$ cat src/rtl/ks_pkg.sv
// Shared types and sizing helpers for the digit-serial Kogge-Stone adder.
package ks_pkg;

    localparam int DIGIT_W = 4;

    typedef enum logic [1:0] {
        IDLE = 2'd0,
        RUN  = 2'd1,
        DONE = 2'd2
    } state_t;

    function automatic int ks_ndig(input int width);
        return width / DIGIT_W;
    endfunction

    function automatic int ks_idx_w(input int width);
        int n;
        n = width / DIGIT_W;
        return (n > 1) ? $clog2(n) : 1;
    endfunction

endpackage

$ cat src/rtl/ks_add4.sv
// 4-bit Kogge-Stone slice: carry-in folded into bit-0 generate,
// then two prefix levels (distance 1 and 2).
module ks_add4 (
    input  logic [3:0] A,
    input  logic [3:0] B,
    input  logic       Cin,
    output logic [3:0] Sum,
    output logic       Cout
);

    logic [3:0] p;
    logic [3:0] g;
    logic [3:0] g1;
    logic [3:2] p1;
    logic [3:0] g2;

    assign p = A ^ B;
    assign g = (A & B) | {3'b000, p[0] & Cin};

    assign g1[0] = g[0];
    assign g1[1] = g[1] | (p[1] & g[0]);
    assign g1[2] = g[2] | (p[2] & g[1]);
    assign g1[3] = g[3] | (p[3] & g[2]);
    assign p1[2] = p[2] & p[1];
    assign p1[3] = p[3] & p[2];

    assign g2[1:0] = g1[1:0];
    assign g2[2]   = g1[2] | (p1[2] & g1[0]);
    assign g2[3]   = g1[3] | (p1[3] & g1[1]);

    assign Sum  = p ^ {g2[2:0], Cin};
    assign Cout = g2[3];

endmodule

$ cat src/rtl/ks_digit_serial_adder.sv
// Digit-serial multi-precision adder sharing one 4-bit Kogge-Stone slice.
// Optional subtract mode (sub port) enabled by defining KS_SUB_EN.
module ks_digit_serial_adder
    import ks_pkg::*;
#(
    parameter int WIDTH = 16
) (
    input  logic             clk,
    input  logic             rst_n,
    input  logic             in_valid,
    output logic             in_ready,
    input  logic [WIDTH-1:0] a,
    input  logic [WIDTH-1:0] b,
    input  logic             cin,
`ifdef KS_SUB_EN
    input  logic             sub,
`endif
    output logic             out_valid,
    input  logic             out_ready,
    output logic [WIDTH-1:0] sum,
    output logic             cout,
    output logic             busy
);

    localparam int NDIG = ks_ndig(WIDTH);
    localparam int IW   = ks_idx_w(WIDTH);
    localparam logic [IW-1:0] LAST = IW'(NDIG - 1);

    generate
        if (WIDTH < DIGIT_W || (WIDTH % DIGIT_W) != 0) begin : g_bad_width
            $error("WIDTH must be a positive multiple of 4");
        end
    endgenerate

    state_t          state;
    logic [WIDTH-1:0] a_q;
    logic [WIDTH-1:0] b_q;
    logic [WIDTH-1:0] sum_q;
    logic             c_q;
    logic [IW-1:0]    idx;
    logic [IW+1:0]    base;
    logic [3:0]       s4;
    logic             c4;
    logic [WIDTH-1:0] b_in;
    logic             c_in;

`ifdef KS_SUB_EN
    // a - b == a + ~b + 1; cin has no meaning in subtract mode
    assign b_in = sub ? ~b : b;
    assign c_in = sub | cin;
`else
    assign b_in = b;
    assign c_in = cin;
`endif

    assign base = {idx, 2'b00};

    ks_add4 u_slice (
        .A   (a_q[base +: 4]),
        .B   (b_q[base +: 4]),
        .Cin (c_q),
        .Sum (s4),
        .Cout(c4)
    );

    always_ff @(posedge clk or negedge rst_n) begin
        if (!rst_n) begin
            state <= IDLE;
            a_q   <= '0;
            b_q   <= '0;
            sum_q <= '0;
            c_q   <= 1'b0;
            idx   <= '0;
        end else begin
            unique case (state)
                IDLE: begin
                    if (in_valid) begin
                        a_q   <= a;
                        b_q   <= b_in;
                        c_q   <= c_in;
                        idx   <= '0;
                        sum_q <= '0;
                        state <= RUN;
                    end
                end
                RUN: begin
                    sum_q[base +: 4] <= s4;
                    c_q              <= c4;
                    if (idx == LAST) begin
                        state <= DONE;
                    end else begin
                        idx <= idx + 1'b1;
                    end
                end
                DONE: begin
                    if (out_ready) begin
                        state <= IDLE;
                    end
                end
                default: state <= IDLE;
            endcase
        end
    end

    assign in_ready  = (state == IDLE);
    assign out_valid = (state == DONE);
    assign busy      = (state != IDLE);
    assign sum       = sum_q;
    assign cout      = out_valid & c_q;

endmodule

$ cat config.mk
export PLATFORM = sky130hd
export DESIGN_NAME = ks_digit_serial_adder
export DESIGN_NICKNAME = d
export VERILOG_FILES = /design/src/rtl/ks_pkg.sv /design/src/rtl/ks_add4.sv /design/src/rtl/ks_digit_serial_adder.sv
export SDC_FILE = /design/constraint.sdc
export NUM_CORES = 1
export LEC_CHECK = 0
export BUFFER_PORTS_ARGS = -buffer_cell sky130_fd_sc_hd__buf_2
export CORE_ASPECT_RATIO = 0.8
export CORE_UTILIZATION = 40
export DETAILED_ROUTE_END_ITERATION = 8
export HOLD_SLACK_MARGIN = 0.08
export SETUP_SLACK_MARGIN = 0.5
export SLEW_MARGIN = 20
export SYNTH_ARGS = -nofsm -noshare
export SYNTH_HDL_FRONTEND = slang
export SYNTH_SLANG_ARGS = --single-unit
$ cat constraint.sdc
create_clock -name clk -period 3.45 [get_ports clk]
set_input_delay 0 -clock clk [delete_from_list [all_inputs] [get_ports clk]]
set_output_delay 0 -clock clk [all_outputs]
set_load 0.02 [all_outputs]
* Yosys cells after proc, flatten, opt, wreduce, memory -nomap -nowiden *
Cells that the tools add are included.

storage, ports and cells
  register bits = 53
  bits in latches = 0
  bits in writable memories = 0
  bits in read-only memories = 0
  bits of input ports = 37
  memories = 0

operators by class
  $add $sub $neg = 2
  $mul = 0
  divide/modulo/power cells = 0
  $lt $le $gt $ge = 0
  equality and inequality tests = 7
  shift-type cells = 4
  multiplexer cells = 12
  bitwise operators = 18
  reductions and logical operators = 7

operator list
  kind                                                   count
  case mux 16 bit (2 select lines)                       1
  variable part select 16 x 5 -> 4 bit                   2
  bitwise mux 16 bit                                     1
  two-way mux 16 bit                                     1
  variable shift 4 x 6 -> 16 bit, first input constant   1
  variable part select 4 x 6 -> 16 bit                   1
  two-way mux 2 bit                                      5
  AND 1 bit                                              9
  bitwise XOR 4 bit                                      2
  inequality test 2 bit, second input constant           3
  negation 4 -> 6 bit                                    1
  case mux 2 bit (3 select lines)                        1
  AND reduction 3 bit                                    2
  bitwise OR 1 bit                                       5
  AND 4 bit                                              1
  == test 2 bit, second input constant                   2
  bitwise OR 4 x 1 -> 4 bit                              1
  case mux 2 bit (2 select lines)                        1
  AND reduction 2 bit                                    2
  nonzero test 2 bit                                     2
  adder 2 x 1 -> 2 bit, second input constant            1
  == test 2 x 1 -> 1 bit, second input constant          1
  logical NOT 2 bit                                      1
  inequality test 2 x 1 -> 1 bit, second input constant  1
  other kinds (2)                                        2

* Longest topological paths before layout *
  depth after elaboration = 11
  mapped depth = 7
  mapped depth without buffers = 6

* Modules after synthesis *
Synthesis repeated with hierarchy kept, for this count alone.

second synthesis, totals
  cells, all modules = 172
  area, all modules = 2630.0 um2

modules (own cells, without submodules)
  module                 instances  cells each  area an instance (um2)  sequential area each (um2)
  ks_digit_serial_adder  1          161         2503.7                  1326.3
  ks_add4                1          11          126.4                   0.0

* Worst setup path after synthesis *
No wires, ideal clock.

  path type = reg-to-reg
  from = reg idx[0]
  to = reg c_q
  setup time = 0.123 ns
  data arrival time = 2.627 ns
  required time = 3.327 ns
  slack = 0.700 ns
  stages on the path, launching flop included = 8
  buffers on the path = 1
  period minus slack after synthesis = 2.750 ns
  cell sequence = dfrtp_1 buf_2 mux4_2 fa_1 fa_1 a21o_1 a211o_1 o221a_2

between the ends
  word-level cells in the longest chain between the ends = 9
  elaborated cells between the ends (all ways) = 14
  classes of those cells = shift: 2; mux: 1; bitwise: 11

RTL lines
  element                                                  RTL line                                                  source
  from (decl)                                              ks_digit_serial_adder.sv:40                               logic [IW-1:0] idx;
  from (signal assigned)                                   ks_digit_serial_adder.sv:92                               idx <= idx + 1'b1;
  variable part select 16 x 5 -> 4 bit (on tied branches)  ks_digit_serial_adder.sv:59, ks_digit_serial_adder.sv:60
  bitwise XOR 4 bit                                        ks_add4.sv:17                                             assign p = A ^ B;
  AND 1 bit                                                ks_add4.sv:18                                             assign g = (A & B) | {3'b000, p[0] & Cin};
  bitwise OR 4 x 1 -> 4 bit                                ks_add4.sv:18
  AND 1 bit                                                ks_add4.sv:21                                             assign g1[1] = g[1] | (p[1] & g[0]);
  bitwise OR 1 bit                                         ks_add4.sv:21
  AND 1 bit                                                ks_add4.sv:29                                             assign g2[3] = g1[3] | (p1[3] & g1[1]);
  bitwise OR 1 bit (*)                                     ks_add4.sv:29
  case mux 1 bit (2 select lines) (*)                      ks_digit_serial_adder.sv:75                               unique case (state)
  to (signal assigned)                                     ks_digit_serial_adder.sv:80                               c_q <= c_in;
  to (decl)                                                ks_digit_serial_adder.sv:39                               logic c_q;

Mark *: on every way between the ends. The rest lies on a longest branch, timed or not.
A chain may end at the register's enable or synchronous reset.

* Worst setup path in the final report *
  from = reg idx[1]
  to = reg c_q

Same word-level chain as after synthesis.

==> results.ini <==
[outcome]
status=completed

[placement]
gp_congestion=0.727
placement.io_buffers=56
postPlaceCellArea_sq_mm=0.00294
dp.cells=304
dp_hpwl_um=3660

[min_path]
hold_start=in_valid
holdCritPathClass=input port to register

[power_and_ir_drop]
cellLeakagePower_nw=1.64
peakVddDrop_mv=0.399
total_power_w=0.00321
power_density_mw_per_mm2=954

[floorplan]
die_y_um=74.1
coreArea_sq_mm=0.00610
start_util=0.426
rows=25
io_pins=57
die_area_sq_mm=0.00683
fp.dieW_um=92.2

[final_layout]
utilization=0.552
nets=310
mostFrequentLayoutCell=buf_2
final_cell_mix=buf_2 (56), dfrtp_1 (53), dlygate4sd3_1 (34), mux2_4 (30), a22o_1 (15)
drive_gt1_frac=0.415
fin_cells=346
diodes=0
fillers=529
areaGrowthSynthToFinish_pct=29.5
final_area_sq_mm=0.00337

[cts]
postCtsSetupBuffers=0
clk_path_buf_depth=2
clock-sinks=53
path_clk_slew_ns=0.09
root_buffer=clkbuf_8
insertion_delay_ns=0.31
cts_resized=0
cts_buffers=5
cts_max_level=2
cts_tree=yes

[critical_path]
path_cells=mux4_2 -> fa_1 -> fa_1 -> a21o_1 -> a211o_1 -> o221a_2
cp_top_family=adder cells
crit_arrival_ns=2.87
required_ns=3.65
critPathLaunch=idx[1]
end_kind=register
cp_num_buf_inv=0
cp-start-kind=register
critPathMaxStageDelay_ns=0.68
crit_type=register to register
cpMostUsedCell=fa_1
cp_slowest_cell=dfrtp_1
critical_path.max_fanout=13
rr_startpoint=idx[1]

[global_routing]
overflow=0
first_global_vias=1785
antenna_found_initial=0
busiest_layer=met2
grt_max_degree=54
track_usage=0.173
grt_first_pass_wirelength_um=8900
grtUsageMet2=0.271
grt_util_met1=0.239
grtUsageMet3=0.0317

[routing]
drtIter0Drc=82
firstDrtPassIters=4
vias=1734
drt.antenna.violating_nets=0
wl_um=5350
avgViaCountPerCell=5.01
drc=0
wl_per_cell_um=15.5

[sta]
min_period_ns=2.67
max_freq_mhz=375
finalHoldViolations=0
post-route-period-util=0.774
rsz0062_at_grt=no
relSlewSlack=0.515
setup_viol=0
setup-tns-final_ns=0
fin_worst_skew_ns=0.00930
tightest_slew_ns=0.721
drv_slew=0

[logic_synthesis]
synth_seq_area_share=0.510
synth_cells=172
syn-num-nets=218
ys_seq_elements=53
syn_area_sq_mm=0.00260
synthDistinctLibCells=32
synth_area_per_cell_sq_um=15.1
yosys_warnings=0

[run]
cap_violations=0

## area by class of cell
| type | count | area [sq um] | share of cell area |
|---|---|---|---|
| flip-flops and latches | 53 | 1330 | 0.394 |
| inverters | 4 | 15.0 | 0.00446 |
| multi-input cells | 107 | 1200 | 0.356 |
| clock buffers | 7 | 76.3 | 0.0227 |
| clock inverters | 1 | 7.51 | 0.00223 |
| repair buffers | 93 | 643 | 0.191 |
| well taps | 81 | 101 | 0.0301 |
## synthesized netlist by cell type (all sizes together)
library cell / n / area (sq um)
a211o: 1 / 8.76
a211oi: 1 / 7.51
a21o: 5 / 37.5
a21oi: 2 / 10.0
a22o: 15 / 131
a32o: 4 / 40.0
and2: 2 / 12.5
and3: 2 / 12.5
buf: 6 / 55.1
clkbuf: 2 / 7.51
dfrtp: 53 / 1330
fa: 2 / 40.0
ha: 7 / 87.6
inv: 4 / 15.0
mux2: 32 / 473
mux4: 8 / 180
nand2: 6 / 22.5
nand2b: 3 / 18.8
nor2: 5 / 18.8
nor4: 1 / 6.26
nor4b: 1 / 15.0
nor4bb: 1 / 10.0
o21ai: 2 / 10.0
o21bai: 1 / 7.51
o221a: 1 / 11.3
or2: 1 / 6.26
or3: 2 / 12.5
or3b: 1 / 8.76
xor2: 1 / 8.76
## final timing paths
path	cells after the start	slack, ns	to
setup / recovery	6	0.78	c_q
hold / removal	3	0.13	state[0]
setup reg to reg	6	0.78	c_q
hold reg to reg	1	0.51	sum[13]
max in group asynchronous	3	2.66	b_q[5]
min in group asynchronous	3	0.32	sum[2]
## state kept, by name, summed over array words and instances, names as in the netlist
| register | cells |
|---|---|
| a_q | 16 |
| b_q | 16 |
| c_q | 1 |
| idx | 2 |
| state | 2 |
| sum | 16 |
## power by group
part | internal, W | switching, W
sequential | 0.000894 | 0.000231
clock | 0.000144 | 0.000203
combinational | 0.000926 | 0.000814
total | 0.00196 | 0.00125
## per-stage QoR
| stage | worst slack (ns) | hold WS (ns) |
|---|---|---|
| final | 0.781 | 0.125 |
| after global routing | 0.668 | 0.149 |
| after CTS | 0.770 | 0.123 |
| after detailed placement | 0.792 | 0.162 |
| after global placement | 0.844 | 0.168 |
| after floorplan | 0.700 | -0.296 |
## tightest hold or removal path: stages
cell and delay [ns]:
buf_2 0.12, nand2b_1 0.18, a21oi_1 0.09
## routing by layer
layer / share of wire / vias to the layer above
met3: 0.034 / 12
met2: 0.46 / 44
li1: - / 831
met4: 0.022 / 0
met1: 0.49 / 847
met5: 0 / -
## cells by family (layout without fill, tap and decap cells)
family,count (synthesis),count (layout),synth area share
muxes,40,40,0.251
xor gates and xnor gates,1,1,0.00337
DFF,53,53,0.510
AOI/OAI and AO/OA,32,32,0.101
adders and majority gates,9,9,0.0491
and+or+nand+nor,25,25,0.0553
buffers and inverters,12,105,0.0298
## repair_timing
item | in CTS | in global routing
hold endpoints to repair | 86 | 0
setup endpoints to repair | 0 | 0
hold buffers | 34 | 0
(Power assumes the default switching activity.)
